==> src/rtl/int_sequencer_pkg.sv <==
// Shared encodings for the interrupt/reset entry sequencer.
// Optional BRK entry (macro BRK_SEQ_EN) reuses the same kind encoding.
package int_sequencer_pkg;

    localparam int ADDR_WIDTH = 16;
    localparam int REG_WIDTH  = 8;

    localparam logic [3:0] INTSEQ_IDLE     = 4'd0;
    localparam logic [3:0] INTSEQ_RST_HOLD = 4'd1;
    localparam logic [3:0] INTSEQ_DUMMY0   = 4'd2;
    localparam logic [3:0] INTSEQ_DUMMY1   = 4'd3;
    localparam logic [3:0] INTSEQ_PUSH_PCH = 4'd4;
    localparam logic [3:0] INTSEQ_PUSH_PCL = 4'd5;
    localparam logic [3:0] INTSEQ_PUSH_P   = 4'd6;
    localparam logic [3:0] INTSEQ_VEC_LO   = 4'd7;
    localparam logic [3:0] INTSEQ_VEC_HI   = 4'd8;
    localparam logic [3:0] INTSEQ_DONE     = 4'd9;

    typedef enum logic [1:0] {
        INT_RST = 2'd0,
        INT_NMI = 2'd1,
        INT_IRQ = 2'd2,
        INT_BRK = 2'd3
    } int_kind_t;

    localparam logic [7:0]  STACK_PAGE_DEF = 8'h01;
    localparam logic [15:0] VEC_NMI_DEF    = 16'hFFFA;
    localparam logic [15:0] VEC_RST_DEF    = 16'hFFFC;
    localparam logic [15:0] VEC_IRQ_DEF    = 16'hFFFE;

    // Pushed P always has bit5 set; bit4 distinguishes software BRK from hardware entry.
    function automatic logic [7:0] push_status(input logic [7:0] status, input logic brk);
        return {status[7:6], 1'b1, brk, status[3:0]};
    endfunction

endpackage

==> src/rtl/int_sequencer_nmi_edge_detect.sv <==
// NMI falling-edge catcher: a 1->0 step on nmi_n sets pending until the sequencer clears it.
// A fresh edge in the same cycle as clear wins so that back-to-back NMIs are not lost.
module int_sequencer_nmi_edge_detect (
    input  logic clk,
    input  logic reset_n,
    input  logic nmi_n,
    input  logic clear,
    output logic pending
);

    logic nmi_prev_reg;
    logic pending_reg;
    logic fall;

    assign fall = nmi_prev_reg & ~nmi_n;

    always_ff @(posedge clk or negedge reset_n) begin
        if (!reset_n) begin
            nmi_prev_reg <= 1'b1;
            pending_reg  <= 1'b0;
        end else begin
            nmi_prev_reg <= nmi_n;
            if (fall) begin
                pending_reg <= 1'b1;
            end else if (clear) begin
                pending_reg <= 1'b0;
            end
        end
    end

    assign pending = pending_reg;

endmodule

==> src/rtl/int_sequencer.sv <==
// Reset/NMI/IRQ entry sequencer: owns the bus for the push + vector fetch and hands back a new PC.
// Define BRK_SEQ_EN to add the brk_req input and run BRK entry here as well.
module int_sequencer
    import int_sequencer_pkg::*;
#(
    parameter logic [7:0]  STACK_PAGE = STACK_PAGE_DEF,
    parameter logic [15:0] VEC_NMI    = VEC_NMI_DEF,
    parameter logic [15:0] VEC_RST    = VEC_RST_DEF,
    parameter logic [15:0] VEC_IRQ    = VEC_IRQ_DEF
) (
    input  logic                  clk,
    input  logic                  reset_n,
    input  logic                  nmi_n,
    input  logic                  irq_n,
    input  logic                  i_flag,
    input  logic                  boundary,
    input  logic [ADDR_WIDTH-1:0] pc_in,
    input  logic [REG_WIDTH-1:0]  sp_in,
    input  logic [REG_WIDTH-1:0]  status_in,
    input  logic [REG_WIDTH-1:0]  data_in,
`ifdef BRK_SEQ_EN
    input  logic                  brk_req,
`endif
    output logic                  busy,
    output logic [ADDR_WIDTH-1:0] addr,
    output logic [REG_WIDTH-1:0]  data_out,
    output logic                  r_w_n,
    output logic                  pc_we,
    output logic [ADDR_WIDTH-1:0] pc_out,
    output logic                  sp_we,
    output logic [REG_WIDTH-1:0]  sp_out,
    output logic                  set_i
);

    logic [3:0]            state_reg, state_next;
    int_kind_t             kind_reg, kind_next;
    logic [ADDR_WIDTH-1:0] pc_reg, pc_next;
    logic [REG_WIDTH-1:0]  sp_reg, sp_next;
    logic [REG_WIDTH-1:0]  stat_reg, stat_next;

    logic                  busy_reg, busy_next;
    logic [ADDR_WIDTH-1:0] addr_reg, addr_next;
    logic [REG_WIDTH-1:0]  data_out_reg, data_out_next;
    logic                  r_w_n_reg, r_w_n_next;
    logic                  strobe_reg, strobe_next;
    logic [ADDR_WIDTH-1:0] pc_out_reg;
    logic [REG_WIDTH-1:0]  sp_out_reg, sp_out_next;

    logic                  nmi_pend;
    logic                  nmi_clear;
    logic                  accept;
    int_kind_t             accept_kind;

    int_sequencer_nmi_edge_detect u_nmi_edge (
        .clk     (clk),
        .reset_n (reset_n),
        .nmi_n   (nmi_n),
        .clear   (nmi_clear),
        .pending (nmi_pend)
    );

    function automatic logic [15:0] vec_base(input int_kind_t kind);
        case (kind)
            INT_NMI: return VEC_NMI;
            INT_RST: return VEC_RST;
            default: return VEC_IRQ;
        endcase
    endfunction

    always_comb begin
        state_next  = state_reg;
        kind_next   = kind_reg;
        pc_next     = pc_reg;
        sp_next     = sp_reg;
        stat_next   = stat_reg;
        nmi_clear   = 1'b0;
        accept      = 1'b0;
        accept_kind = INT_RST;

        case (state_reg)
            INTSEQ_RST_HOLD: begin
                accept      = 1'b1;
                accept_kind = INT_RST;
            end
            INTSEQ_IDLE: begin
                if (boundary) begin
                    if (nmi_pend) begin
                        accept      = 1'b1;
                        accept_kind = INT_NMI;
                        nmi_clear   = 1'b1;
                    end else if (!irq_n && !i_flag) begin
                        accept      = 1'b1;
                        accept_kind = INT_IRQ;
                    end
`ifdef BRK_SEQ_EN
                    else if (brk_req) begin
                        accept      = 1'b1;
                        accept_kind = INT_BRK;
                    end
`endif
                end
            end
            INTSEQ_DUMMY0, INTSEQ_DUMMY1, INTSEQ_PUSH_PCH,
            INTSEQ_PUSH_PCL, INTSEQ_PUSH_P: begin
                state_next = state_reg + 4'd1;
                // A late NMI steals the vector; what has been or will be pushed stays as latched.
                if (nmi_pend && (kind_reg == INT_IRQ || kind_reg == INT_BRK)) begin
                    kind_next = INT_NMI;
                    nmi_clear = 1'b1;
                end
            end
            INTSEQ_VEC_LO: state_next = INTSEQ_VEC_HI;
            INTSEQ_VEC_HI: state_next = INTSEQ_DONE;
            default:       state_next = INTSEQ_IDLE;
        endcase

        if (accept) begin
            state_next = INTSEQ_DUMMY0;
            kind_next  = accept_kind;
            pc_next    = (accept_kind == INT_BRK) ? pc_in + 16'd2 : pc_in;
            sp_next    = sp_in;
            stat_next  = push_status(status_in, accept_kind == INT_BRK);
        end
    end

    // Bus outputs are registered one state ahead so they are stable for the whole bus cycle.
    always_comb begin
        addr_next     = addr_reg;
        data_out_next = data_out_reg;
        r_w_n_next    = 1'b1;
        busy_next     = (state_next != INTSEQ_IDLE);
        strobe_next   = (state_next == INTSEQ_DONE);
        sp_out_next   = sp_out_reg;

        case (state_next)
            INTSEQ_DUMMY0, INTSEQ_DUMMY1: begin
                addr_next = pc_next;
            end
            INTSEQ_PUSH_PCH: begin
                addr_next     = {STACK_PAGE, sp_next};
                data_out_next = pc_next[15:8];
                r_w_n_next    = (kind_next == INT_RST);
            end
            INTSEQ_PUSH_PCL: begin
                addr_next     = {STACK_PAGE, sp_next - 8'd1};
                data_out_next = pc_next[7:0];
                r_w_n_next    = (kind_next == INT_RST);
            end
            INTSEQ_PUSH_P: begin
                addr_next     = {STACK_PAGE, sp_next - 8'd2};
                data_out_next = stat_next;
                r_w_n_next    = (kind_next == INT_RST);
            end
            INTSEQ_VEC_LO: begin
                addr_next = vec_base(kind_next);
            end
            INTSEQ_VEC_HI: begin
                addr_next = vec_base(kind_next) + 16'd1;
            end
            INTSEQ_DONE: begin
                sp_out_next = sp_next - 8'd3;
            end
            default: begin
            end
        endcase
    end

    always_ff @(posedge clk or negedge reset_n) begin
        if (!reset_n) begin
            state_reg    <= INTSEQ_RST_HOLD;
            kind_reg     <= INT_RST;
            pc_reg       <= '0;
            sp_reg       <= '0;
            stat_reg     <= '0;
            busy_reg     <= 1'b1;
            addr_reg     <= '0;
            data_out_reg <= '0;
            r_w_n_reg    <= 1'b1;
            strobe_reg   <= 1'b0;
            pc_out_reg   <= '0;
            sp_out_reg   <= '0;
        end else begin
            state_reg    <= state_next;
            kind_reg     <= kind_next;
            pc_reg       <= pc_next;
            sp_reg       <= sp_next;
            stat_reg     <= stat_next;
            busy_reg     <= busy_next;
            addr_reg     <= addr_next;
            data_out_reg <= data_out_next;
            r_w_n_reg    <= r_w_n_next;
            strobe_reg   <= strobe_next;
            sp_out_reg   <= sp_out_next;
            if (state_reg == INTSEQ_VEC_LO) begin
                pc_out_reg[7:0] <= data_in;
            end
            if (state_reg == INTSEQ_VEC_HI) begin
                pc_out_reg[15:8] <= data_in;
            end
        end
    end

    assign busy     = busy_reg;
    assign addr     = addr_reg;
    assign data_out = data_out_reg;
    assign r_w_n    = r_w_n_reg;
    assign pc_we    = strobe_reg;
    assign sp_we    = strobe_reg;
    assign set_i    = strobe_reg;
    assign pc_out   = pc_out_reg;
    assign sp_out   = sp_out_reg;

endmodule

==> config.mk <==
export PLATFORM = sky130hd
export DESIGN_NAME = int_sequencer
export DESIGN_NICKNAME = d
export VERILOG_FILES = /design/src/rtl/int_sequencer_pkg.sv /design/src/rtl/int_sequencer_nmi_edge_detect.sv /design/src/rtl/int_sequencer.sv
export SDC_FILE = /design/constraint.sdc
export NUM_CORES = 1
export LEC_CHECK = 0
export ABC_AREA = 1
export ABC_CLOCK_PERIOD_IN_PS = 4200
export CELL_PAD_IN_SITES_DETAIL_PLACEMENT = 0
export CELL_PAD_IN_SITES_GLOBAL_PLACEMENT = 1
export CORE_UTILIZATION = 35
export DETAILED_ROUTE_END_ITERATION = 10
export PLACE_DENSITY_LB_ADDON = 0.25
export SETUP_SLACK_MARGIN = 0.1
export SLEW_MARGIN = 20
export SYNTH_ARGS = -nofsm -noshare
export SYNTH_HDL_FRONTEND = slang
export SYNTH_SLANG_ARGS = --single-unit
==> constraint.sdc <==
create_clock -name clk -period 4.2 [get_ports clk]
set_input_delay 0.84 -clock clk [delete_from_list [all_inputs] [get_ports clk]]
set_output_delay 0.84 -clock clk [all_outputs]
set_load 0.1 [all_outputs]
==> results_dict.tcl <==
set metrics [dict create \
    postRouteAntennaNets 0 \
    finalCriticalPeriod_ns 3.115 \
    area_growth_pct 30.71 \
    fin_skew_ns 0.007869 \
    die_w_um 115.8 \
    setup.reg_to_reg.worst_slack_ns 1.28 \
    grt.overflow.total 0 \
    wire_per_inst_um 13.72 \
    grt_pass1_wl_um 19340 \
    worstPathArrival_ns 3.38 \
    ctsHoldBuffers 0 \
    worstPathRequired_ns 4.46 \
    synth_ff_type "dfrtp_1" \
    hold_viol 0 \
    die_h_um 115.8 \
    fmax_mhz 321.1 \
    core.rowCount 41 \
    drc 0 \
    netlist_area_um2 4531 \
    place_congestion 0.8243 \
    dp_hpwl_um 8445 \
    synth_fp_nets 629 \
    htreeDepth 3 \
    cts_setup_buffers 0 \
    antenna_found_initial 0 \
    path_clk_slew_ns 0.06 \
    yosysSeqAreaShare_pct 50.37 \
    synth_edf_count 0 \
    critPathKind "primary input to flop" \
    drv_slew 0 \
    cp_cell_sequence "clkdlybuf4s50_1 -> o21ai_1 -> nand3_4 -> nand2_4 -> nor2_4 -> nand2_4 -> nor2_4 -> nand2_2 -> inv_2 -> nor2_1 -> nand2_1 -> a31oi_1" \
    cts_resized 0 \
    antenna_cells 0 \
    status "finished clean" \
    startpoint_type "primary input" \
    final_net_count 723 \
    fin_ws_ns 1.085 \
    num-fill-cells 1304 \
    cts.path.max_buffers 2 \
    drt_wl_total_um 11620 \
    vias_per_cell 4.602 \
    reg2reg_depth 16 \
    vias 3898 \
    grt_max_degree 35 \
    synthTopCellsByArea "dfrtp_1 48%, nand2_1 16%, nand3_1 5.3%" \
    core_um2 12620 \
    cts_buffers 9 \
    drive_gt1_share_pct 8.593 \
    grtUsageTotal_pct 18.88 \
    ioPinCount 99 \
    ys_ff_latch 91 \
    max_stage_delay_ns 0.45 \
    root_buffer "clkbuf_16" \
    multi_input_area_um2 1903 \
    cp_slowest_cell "nor2_1" \
    fin_crit_sh_pct 74.16 \
    layout_common_cells "199 x nand2_1, 95 x clkdlybuf4s50_1, 87 x dfrtp_1" \
    synth_top_cell_by_area "dfrtp_1" \
    slew_headroom_pct 31.96 \
    critPathBufInv 2 \
    place_ws_ns 0.6778 \
    cts_tree "yes" \
    cp_max_fo 34 \
    final_common_cell "nand2_1" \
    netlist.area_leader.share_pct 48.05 \
    grt_pass1_vias 3891 \
    avgSynthCellArea_um2 7.866 \
    setup_tns_ns 0 \
    dr.pass1.iters 4 \
    ys_warn_count 0 \
    regArea_um2 2282 \
    worst_slew_pin_slew_ns 1.017 \
    r2r_start "state_reg[0]" \
    synthCells 576 \
    dieArea_um2 13400 \
    drt_iter0_drc 235 \
    finalSetupViolations 0 \
    worstSetupEndpointType "flop" \
    path_delay_family "simple AND/OR/NAND/NOR gates" \
    rsz0062_at_grt "false" \
    initial_core_util_pct 35.90 \
    synth_cell_types 32 \
    clock_latency_ns 0.34 \
    async_flop_share_pct 100.0 \
    io_buffer_count 96 \
    reg2reg_to "addr[13]" \
    cts_sinks 91 \
    hold_class "primary input to asynchronous set/reset pin" \
    maxCapViolCount 0 \
]
==> layer usage <==
layer	global-route usage, %	routed length [um]	vias to the layer above
met1	24.71	5438	1781
met2	30.08	5318	101
met4	7.863	195	0
li1	-	-	2003
met3	4.393	672	13
met5	0	0	-
==> layout make-up <==
class,count,share of cell area [%]
Clock buffer,10,3.866
Clock inverter,6,1.099
Inverter,65,4.162
Multi-Input combinational cell,404,32.14
Sequential cell,91,38.54
Tap cell,172,3.634
Timing Repair Buffer,99,16.56
==> logic make-up after synthesis <==
kind of cell / Yosys count / share of synthesized area [%]
compound gates: 71 / 8.423
xor+xnor: 4 / 0.7732
simple gates: 319 / 30.21
mux: 3 / 0.6628
flops: 91 / 50.37
fa+ha+maj: 7 / 1.933
buf+inv: 81 / 7.622
==> cell usage after synthesis (all sizes together) (3+ instances only) <==
cell type    n
or2          4
mux2i        3
dfstp        4
nor2        54
inv         63
buf         13
xor2         4
clkbuf       3
o21ai       39
dfrtp       87
a21oi       25
ha           7
nand2      208
nand3       51
==> per-stage QoR <==
stage	std cells	instance area (um2)	hold WS, ns	utilization, %
floorplan	576	4531	0.4263	-
global placement	831	5628	0.4379	44.60
detailed placement	831	5628	0.4418	44.60
CTS	847	5922	0.4302	46.93
global route	847	5922	0.4510	46.93
finish	847	5922	0.4231	46.93
==> worst max path at each step <==
stage	start	slack, ns	to	cells after the start
6_report	irq_n	1.09	data_out[7]	12
5_1_grt	i_flag	0.78	addr[11]	15
4_1_cts	irq_n	1.04	addr[9]	15
3_5_place_dp	irq_n	0.68	addr[12]	15
3_3_place_gp	irq_n	0.69	addr[4]	15
2_1_floorplan	irq_n	1.80	addr[5]	15
Power is left out: the tool's default activity adds up to more than one toggle a clock period on the data nets, which glitch-free logic cannot reach.
